File: src/rtl/digit_step_sched_pkg.sv
// Shared types and 7-segment constants for the digit step scheduler.
package digit_pkg;

  typedef enum logic [1:0] {
    OP_HOLD = 2'b00,
    OP_INC1 = 2'b01,
    OP_INC2 = 2'b10,
    OP_DEC1 = 2'b11
  } op_t;

  typedef enum logic [1:0] {
    S_IDLE,
    S_UPD,
    S_ACK
  } state_t;

  // Active-low segment patterns, bit order {g,f,e,d,c,b,a}
  localparam logic [6:0] SEG_0     = 7'b1000000;
  localparam logic [6:0] SEG_1     = 7'b1111001;
  localparam logic [6:0] SEG_2     = 7'b0100100;
  localparam logic [6:0] SEG_3     = 7'b0110000;
  localparam logic [6:0] SEG_4     = 7'b0011001;
  localparam logic [6:0] SEG_5     = 7'b0010010;
  localparam logic [6:0] SEG_6     = 7'b0000010;
  localparam logic [6:0] SEG_7     = 7'b1111000;
  localparam logic [6:0] SEG_8     = 7'b0000000;
  localparam logic [6:0] SEG_9     = 7'b0010000;
  localparam logic [6:0] SEG_BLANK = 7'b1111111;

endpackage

File: src/rtl/digit_step_sched_if.sv
// Requester-side req/op/gnt handshake bundle for digit_step_sched.
interface digit_step_sched_if #(
  parameter int NREQ = 4
) ();
  logic [NREQ-1:0]   req_i;
  logic [2*NREQ-1:0] op_i;
  logic [NREQ-1:0]   gnt_o;

  modport master (output req_i, output op_i, input gnt_o);
  modport slave  (input req_i, input op_i, output gnt_o);
endinterface

File: src/rtl/digit_step_sched_seg7.sv
// Combinational digit to active-low 7-segment pattern; values above 9 blank.
module seg7_decoder
  import digit_pkg::*;
#(
  parameter int DW = 4
) (
  input  logic [DW-1:0] digit,
  output logic [6:0]    seg
);

  always_comb begin
    seg = SEG_BLANK;
    case (32'(digit))
      0: seg = SEG_0;
      1: seg = SEG_1;
      2: seg = SEG_2;
      3: seg = SEG_3;
      4: seg = SEG_4;
      5: seg = SEG_5;
      6: seg = SEG_6;
      7: seg = SEG_7;
      8: seg = SEG_8;
      9: seg = SEG_9;
      default: seg = SEG_BLANK;
    endcase
  end

endmodule

File: src/rtl/digit_step_sched.sv
// Round-robin scheduler applying step ops to one shared mod-MOD digit.
// Define SEG_DECODE_EN to drive a registered 7-segment decode on hex_o.
module digit_step_sched
  import digit_pkg::*;
#(
  parameter int NREQ = 4,
  parameter int MOD  = 10,
  parameter int DW   = 4
) (
  input  logic                 clk,
  input  logic                 reset,
  input  logic                 clr_i,
  digit_step_sched_if.slave    bus,
  output logic [DW-1:0]        digit_o,
  output logic                 wrap_o,
  output logic [6:0]           hex_o
);

  localparam int RW = (NREQ > 1) ? $clog2(NREQ) : 1;

  state_t          state_q, state_d;
  logic [RW-1:0]   rr_q, rr_d, win_q, win_d;
  op_t             op_q, op_d;
  logic [DW-1:0]   digit_d;
  logic [NREQ-1:0] gnt_d;
  logic            wrap_d;
  logic [DW:0]     sum;
  logic            found;
  int unsigned     idx;

  always_comb begin
    state_d = state_q;
    rr_d    = rr_q;
    win_d   = win_q;
    op_d    = op_q;
    digit_d = digit_o;
    gnt_d   = '0;
    wrap_d  = 1'b0;
    sum     = '0;
    found   = 1'b0;
    idx     = 0;
    case (state_q)
      S_IDLE: begin
        // Circular scan starting at the round-robin pointer
        for (int unsigned i = 0; i < NREQ; i++) begin
          idx = (32'(rr_q) + i) % NREQ;
          if (!found && bus.req_i[idx]) begin
            found   = 1'b1;
            win_d   = RW'(idx);
            op_d    = op_t'(bus.op_i[2*idx +: 2]);
            state_d = S_UPD;
          end
        end
      end
      S_UPD: begin
        case (op_q)
          OP_INC1, OP_INC2: begin
            sum = {1'b0, digit_o} + ((op_q == OP_INC2) ? (DW+1)'(2) : (DW+1)'(1));
            if (sum >= (DW+1)'(MOD)) begin
              sum    = sum - (DW+1)'(MOD);
              wrap_d = 1'b1;
            end
            digit_d = sum[DW-1:0];
          end
          OP_DEC1: begin
            if (digit_o == '0) begin
              digit_d = DW'(MOD - 1);
              wrap_d  = 1'b1;
            end else begin
              digit_d = digit_o - DW'(1);
            end
          end
          default: digit_d = digit_o;
        endcase
        gnt_d[win_q] = 1'b1;
        rr_d    = (32'(win_q) == NREQ - 1) ? '0 : win_q + RW'(1);
        state_d = S_ACK;
      end
      S_ACK:   state_d = S_IDLE;
      default: state_d = S_IDLE;
    endcase
    // Clear drops any latched op without a grant; rr pointer survives
    if (clr_i) begin
      state_d = S_IDLE;
      digit_d = '0;
      gnt_d   = '0;
      wrap_d  = 1'b0;
    end
  end

  always_ff @(posedge clk or negedge reset) begin
    if (!reset) begin
      state_q   <= S_IDLE;
      rr_q      <= '0;
      win_q     <= '0;
      op_q      <= OP_HOLD;
      digit_o   <= '0;
      bus.gnt_o <= '0;
      wrap_o    <= 1'b0;
    end else begin
      state_q   <= state_d;
      rr_q      <= rr_d;
      win_q     <= win_d;
      op_q      <= op_d;
      digit_o   <= digit_d;
      bus.gnt_o <= gnt_d;
      wrap_o    <= wrap_d;
    end
  end

`ifdef SEG_DECODE_EN
  logic [6:0] seg_d;

  seg7_decoder #(.DW(DW)) u_seg (
    .digit (digit_d),
    .seg   (seg_d)
  );

  always_ff @(posedge clk or negedge reset) begin
    if (!reset) hex_o <= SEG_0;
    else        hex_o <= seg_d;
  end
`else
  assign hex_o = SEG_BLANK;
`endif

endmodule
File: src/flat_wrapper.sv
// flat-port wrapper written by rule: the top's interface ports become plain ports
module digit_step_sched_flat import digit_pkg::*;
#(
  parameter int NREQ = 4,
  parameter int MOD  = 10,
  parameter int DW   = 4
)
  (clk, reset, clr_i, digit_o, wrap_o, hex_o, bus_req_i, bus_op_i, bus_gnt_o);
  digit_step_sched_if #(.NREQ(NREQ)) bus_i ();
  input  logic clk;
  input  logic reset;
  input  logic clr_i;
  output logic [DW-1:0] digit_o;
  output logic wrap_o;
  output logic [6:0] hex_o;
  input wire logic [$bits(bus_i.req_i)-1:0] bus_req_i;
  input wire logic [$bits(bus_i.op_i)-1:0] bus_op_i;
  output wire logic [$bits(bus_i.gnt_o)-1:0] bus_gnt_o;
  assign bus_i.req_i = bus_req_i;
  assign bus_i.op_i = bus_op_i;
  assign bus_gnt_o = bus_i.gnt_o;
  digit_step_sched #(.NREQ(NREQ), .MOD(MOD), .DW(DW)) u_core (.clk(clk), .reset(reset), .clr_i(clr_i), .bus(bus_i), .digit_o(digit_o), .wrap_o(wrap_o), .hex_o(hex_o));
endmodule
File: config.mk
export PLATFORM = sky130hd
export DESIGN_NAME = digit_step_sched_flat
export DESIGN_NICKNAME = d
export VERILOG_FILES = /design/src/rtl/digit_step_sched_pkg.sv /design/src/rtl/digit_step_sched_if.sv /design/src/rtl/digit_step_sched_seg7.sv /design/src/rtl/digit_step_sched.sv /design/src/flat_wrapper.sv
export SDC_FILE = /design/constraint.sdc
export NUM_CORES = 1
export LEC_CHECK = 0
export ABC_AREA = 0
export CAP_MARGIN = 20
export CORE_ASPECT_RATIO = 0.5
export CORE_MARGIN = 2
export CORE_UTILIZATION = 44
export DETAILED_ROUTE_END_ITERATION = 8
export PLACE_DENSITY = 0.75
export SLEW_MARGIN = 20
export SYNTH_ARGS = -nofsm -noshare
export SYNTH_HDL_FRONTEND = slang
export SYNTH_HIERARCHICAL = 1
export SYNTH_SLANG_ARGS = --single-unit
File: constraint.sdc
create_clock -name clk -period 2.7 [get_ports clk]
set_input_delay 0.81 -clock clk [delete_from_list [all_inputs] [get_ports clk]]
set_output_delay 0.81 -clock clk [all_outputs]
set_load 0.02 [all_outputs]
Word-level counts from Yosys, hierarchy flattened

Index checks and enable logic that the tools add are counted.

Register bits after elaboration: 17
Bits in latches: 0
RAM bits: 0
ROM bits: 0
Input port bits: 15
Output and inout bits: 16
Memories: 0

$add $sub $neg: 7
Multipliers: 0
Divide/modulo/power cells: 0
Order comparisons: 7
Equality and inequality tests: 6
Shift operators: 4
Mux-type cells: 44
Bitwise gates (word level): 0
Reduce and logical (&&, ||, !) cells: 15

Operator list:

| operator                                                           | count |
|---|---|
| variable part select 8 x 4 -> 2 bit                                | 4 |
| two-way mux 2 bit                                                  | 15 |
| two-way mux 4 bit                                                  | 6 |
| < comparator 2 x 3 -> 1 bit (second input constant)                | 5 |
| two-way mux 1 bit                                                  | 15 |
| binary-select mux 1 bit (select 2 bit)                             | 4 |
| one-hot mux 4 bit (2 select lines)                                 | 1 |
| == test 2 bit (second input constant)                              | 3 |
| inequality test 6 x 2 -> 1 bit (second input constant)             | 1 |
| adder 4 x 2 -> 5 bit                                               | 1 |
| greater-or-equal comparator 5 x 4 -> 1 bit (second input constant) | 1 |
| adder 2 x 1 -> 2 bit (second input constant)                       | 2 |
| adder 2 bit (second input constant)                                | 2 |
| == test 2 x 1 -> 1 bit (second input constant)                     | 2 |
| logical AND 1 bit                                                  | 4 |
| zero test 4 bit                                                    | 1 |
| one-hot mux 2 bit (2 select lines)                                 | 1 |
| AND reduction 2 bit                                                | 2 |
| nonzero test 4 bit                                                 | 1 |
| subtractor 4 x 1 -> 4 bit (second input constant)                  | 1 |
| subtractor 4 bit (second input constant)                           | 1 |
| zero test 1 bit                                                    | 3 |
| nonzero test 3 bit                                                 | 1 |
| demux 1 bit (select 2 bit)                                         | 1 |
| 5 further kinds                                                    | 5 |

Depth between registers and ports, before layout

Word-level depth: 17
Mapped depth: 12
Depth with buffers taken out: 12

Worst setup path before layout

OpenSTA, ideal clock, no wires.

Path kind: reg-to-reg
From: register u_core.op_q[0]
To: register u_core.digit_o[3]
Arrival time: 2.503 ns
Required time: 2.624 ns
Slack: 0.121 ns
Stages on the path, launching flop included: 12
Buffers on the path: 0
Cells stage by stage: dfrtp_1 -> inv_1 -> ha_1 -> inv_1 -> ha_1 -> fa_1 -> xor2_1 -> inv_1 -> ha_1 -> or3b_1 -> a31o_1 -> o21ai_1

Cells in the longest elaborated chain, start to end: 8
Elaborated cells between the ends (all ways): 14
Classes of those cells: 2 x add/sub; 1 x order compare; 3 x eq/ne; 5 x mux; 3 x reduce/logical

Ends and longest elaborated chain:

| item                                                                                  | RTL line                                       | source |
|---|---|---|
| start, declared                                                                       | digit_step_sched.sv:23                         | `op_t op_q, op_d;` |
| start signal, assigned                                                                | digit_step_sched.sv:104                        | `op_q <= op_d;` |
| == test 2 bit                                                                         | digit_step_sched.sv:56, digit_step_sched.sv:58 |  |
| two-way mux 2 bit                                                                     | digit_step_sched.sv:58                         | `sum = {1'b0, digit_o} + ((op_q == OP_INC2) ? (DW+1)'(2) : (DW+1)'(1));` |
| adder 4 x 2 -> 5 bit                                                                  | digit_step_sched.sv:58                         |  |
| subtractor 4 bit / greater-or-equal comparator 5 x 4 -> 1 bit (equally long branches) | digit_step_sched.sv:60, digit_step_sched.sv:59 |  |
| two-way mux 4 bit                                                                     | digit_step_sched.sv:59                         | `if (sum >= (DW+1)'(MOD)) begin` |
| one-hot mux 4 bit (2 select lines)                                                    | digit_step_sched.sv:56                         | `case (op_q)` |
| two-way mux 4 bit                                                                     | digit_step_sched.sv:42                         | `case (state_q)` |
| two-way mux 4 bit                                                                     | digit_step_sched.sv:83                         | `if (clr_i) begin` |
| end signal, assigned                                                                  | digit_step_sched.sv:105                        | `digit_o <= digit_d;` |
| end, declared                                                                         | digit_step_sched.sv:14                         | `output logic [DW-1:0] digit_o,` |

Several ways; a longest one is shown, not always the timed one. The select of a mux whose other input is x is not followed.
A chain may end at the register's enable or synchronous reset.

Worst setup path in the final report

From: register u_core.op_q[0]
To: register u_core.digit_o[2]

The elaborated chain is that of the path after synthesis.

==> impl_metrics.yaml <==
clocking:
  cts_tree: "yes"
  htreeDepth: 1
  cts_root_buffer: "clkbuf_8"
  clk_pin_slew_worst_paths_ns: 0.07
  clock_latency_ns: 0.25
  clock-sinks: 17
  clk_path_buf_depth: 2
  hold_buffers: 0
  cts_buffers: 3
sta:
  finalSetupViolCount: 0
  max_freq_ghz: 0.392
  layout_min_cycle_time_ns: 2.55
  hold_viol_final: 0
  setup_slack_ns: 0.148
  rsz0062_at_grt: "false"
  finClkSkew_ns: 0.00648
  slew-limit-headroom_pct: 50.7
  drv_slew: 0
  fin_crit_sh_pct: 94.5
  worst_pin_slew_ns: 0.737
grt:
  antenna_found_initial: 0
  grt_pass1_wl_mm: 4.22
  grt_pass1_vias: 974
  grtUsageMet2_pct: 28.1
  gr-total-overflow: 0
  grt.busiest_layer: "met2"
  grt_max_degree: 18
  track_usage_pct: 15.9
  gr-usage-met3_pct: 2.83
  use_met1_pct: 20.6
drt:
  routed_wl_mm: 2.52
  firstDrtPassIters: 4
  drt-initial-drc-count: 90
  viasPerCell: 5.30
  post_drt_wl_per_cell_um: 12.2
  drc: 0
  vias: 1091
  drtAntennaViolNets: 0
worst_setup_path:
  slowest_stage: "fa_2"
  crit_type: "register to register"
  worstPathMaxFanout: 4
  cp_data_required_time_ns: 2.84
  cp-start-kind: "register"
  worstPathCellList: "inv_1 > ha_2 > inv_1 > ha_2 > fa_2 > inv_1 > ha_2 > a31oi_1 > nor3_1 > nor2_1 > a32o_1"
  r2r_slack_ns: 0.15
  arrival_ns: 2.69
  startpoint: "u_core/op_q[0]"
  reg2reg_depth: 11
  end_kind: "register"
  cpPeakStageDelay_ns: 0.56
  r2r_end: "u_core/digit_o[2]"
  timing.rr.start: "u_core/op_q[0]"
logic_synthesis:
  synth-edff-count: 0
  async_flop_share_pct: 100
  yosysWarnings: 6
  netlist_area_um2: 1250
  ys_seq_area_share_pct: 34.1
  synth_cells: 141
  synth.area.top_cells: "dfrtp_1 34%, ha_1 11%, buf_4 4.2%, nand2_1 4.2%, inv_1 3.0%"
  synthDistinctLibCells: 47
  yosys_register_bits: 17
  ys.flop_type: "dfrtp_1"
  synth_top_cell_area_share_pct: 34.1
  synth_common_cells: "17 x dfrtp_1, 14 x nand2_1, 11 x ha_1"
  synth_top_area_cell: "dfrtp_1"
  syn_area_per_cell_um2: 8.84
  yosysMostFrequentCell: "dfrtp_1"
min_path:
  whs_endpoint: "u_core/rr_q[0]"
  min_from: "u_core/rr_q[0]"
  whs_path_depth: 2
  hp-class: "register to register"
finish:
  diodes: 0
  fill_cells: 251
  area_growth_pct: 27.1
  drive_gt1_share_pct: 10.1
  fin_nets: 197
power_and_ir_drop:
  leakagePower_nw: 0.711
  p_per_area_nw_per_um2: 914
  irDropWorstVdd_mv: 0.357
  total_power_mw: 1.45
placement:
  portBuffers: 23
  place_hpwl_mm: 1.94
  dpl_worst_slack_ns: -0.0139
  place_congestion: 0.752
die:
  fp.dieW_um: 79.3
  core_area_um2: 2640
  ios: 31
  rows: 13
  dieArea_um2: 3300
  chipHeight_um: 41.6
  start_util_pct: 47.3
run:
  cap_violations: 0
outcome:
  status: "finished clean"
worst max-delay path: cells and delay by family, from the launching register on:
family          cells  cell delay, ns
fa+ha+maj           4            1.27
flops               1            0.40
compound gates      2            0.29
simple gates        2            0.26
buf+inv             3            0.21
cell families (layout without fill, tap and decap cells):
logic type / after synthesis / after routing / synth area share (%)
AND/OR/NAND/NOR: 50 / 50 / 20.9
AO/OA/AOI/OAI: 37 / 37 / 21.1
buffers and inverters: 21 / 43 / 8.64
flip-flops: 17 / 17 / 34.1
adder cells (fa/ha/maj): 12 / 12 / 12.7
multiplexers: 2 / 2 / 1.61
other: 1 / 7 / 0.301
XOR/XNOR: 1 / 1 / 0.703
what timing repair did:
action / in CTS / in global routing
setup buffers: 0 / 1
gates resized for setup: 0 / 5
endpoints found under the setup margin: 0 / 3
worst max path at each step:
stage | end | depth (start not counted)
global route | u_core/digit_o[2] | 11
floorplan | u_core/digit_o[3] | 11
finish | u_core/digit_o[2] | 11
detailed placement | u_core/op_q[0] | 6
global placement | u_core/op_q[0] | 6
CTS | u_core/digit_o[3] | 11
where the power goes:
group	total (mW)	internal [mW]	switching [mW]
Clock	0.183	0.102	0.0812
Sequential	0.419	0.322	0.0973
Combinational	0.846	0.398	0.448
metrics by stage:
step | instance area (um2) | hold WS [ns] | TNS [ns] | util (%) | instances
after floorplan | 1270 | 0.494 | 0 | - | 147
after global placement | 1510 | 0.541 | 0 | 57.4 | 201
after detailed placement | 1510 | 0.540 | -0.0139 | 57.4 | 201
after CTS | 1560 | 0.558 | 0 | 59.2 | 205
after global routing | 1580 | 0.608 | 0 | 60.1 | 206
final | 1580 | 0.554 | 0 | 60.1 | 206
state kept, by name (all words and copies together), names as in the netlist:
name              cells
u_core/state_q        2
u_core/op_q           2
u_core/rr_q           2
u_core/bus.gnt_o      4
u_core/digit_o        4
u_core/win_q          2
u_core/wrap_o         1
metal layers:
metal | share of wire (%) | vias up
met5 | 0 | -
li1 | - | 544
met2 | 49 | 32
met3 | 4.9 | 2
met4 | 0.48 | 0
met1 | 46 | 513
placed cells by master (no fill, tap or decap), drive strengths merged, types with 5 or more instances in the layout:
| cell type | count |
|---|---|
| nor2 | 10 |
| o21ai | 5 |
| ha | 11 |
| and2 | 5 |
| a21oi | 7 |
| dfrtp | 17 |
| nor2b | 5 |
| buf | 6 |
| conb | 7 |
| nand2 | 14 |
| clkdlybuf4s50 | 23 |
| inv | 10 |
final cells by class:
cell class	instances	area (um2)	share of cell area [%]
tap	37	46.3	2.92
timing repair buffer	29	275	17.4
multi-input combinational	109	753	47.6
clock inverter	1	5.00	0.316
sequential	17	425	26.9
clock buffer	3	41.3	2.61
inverter	10	37.5	2.37
No activity file was read; power rests on OpenSTA's default activity.
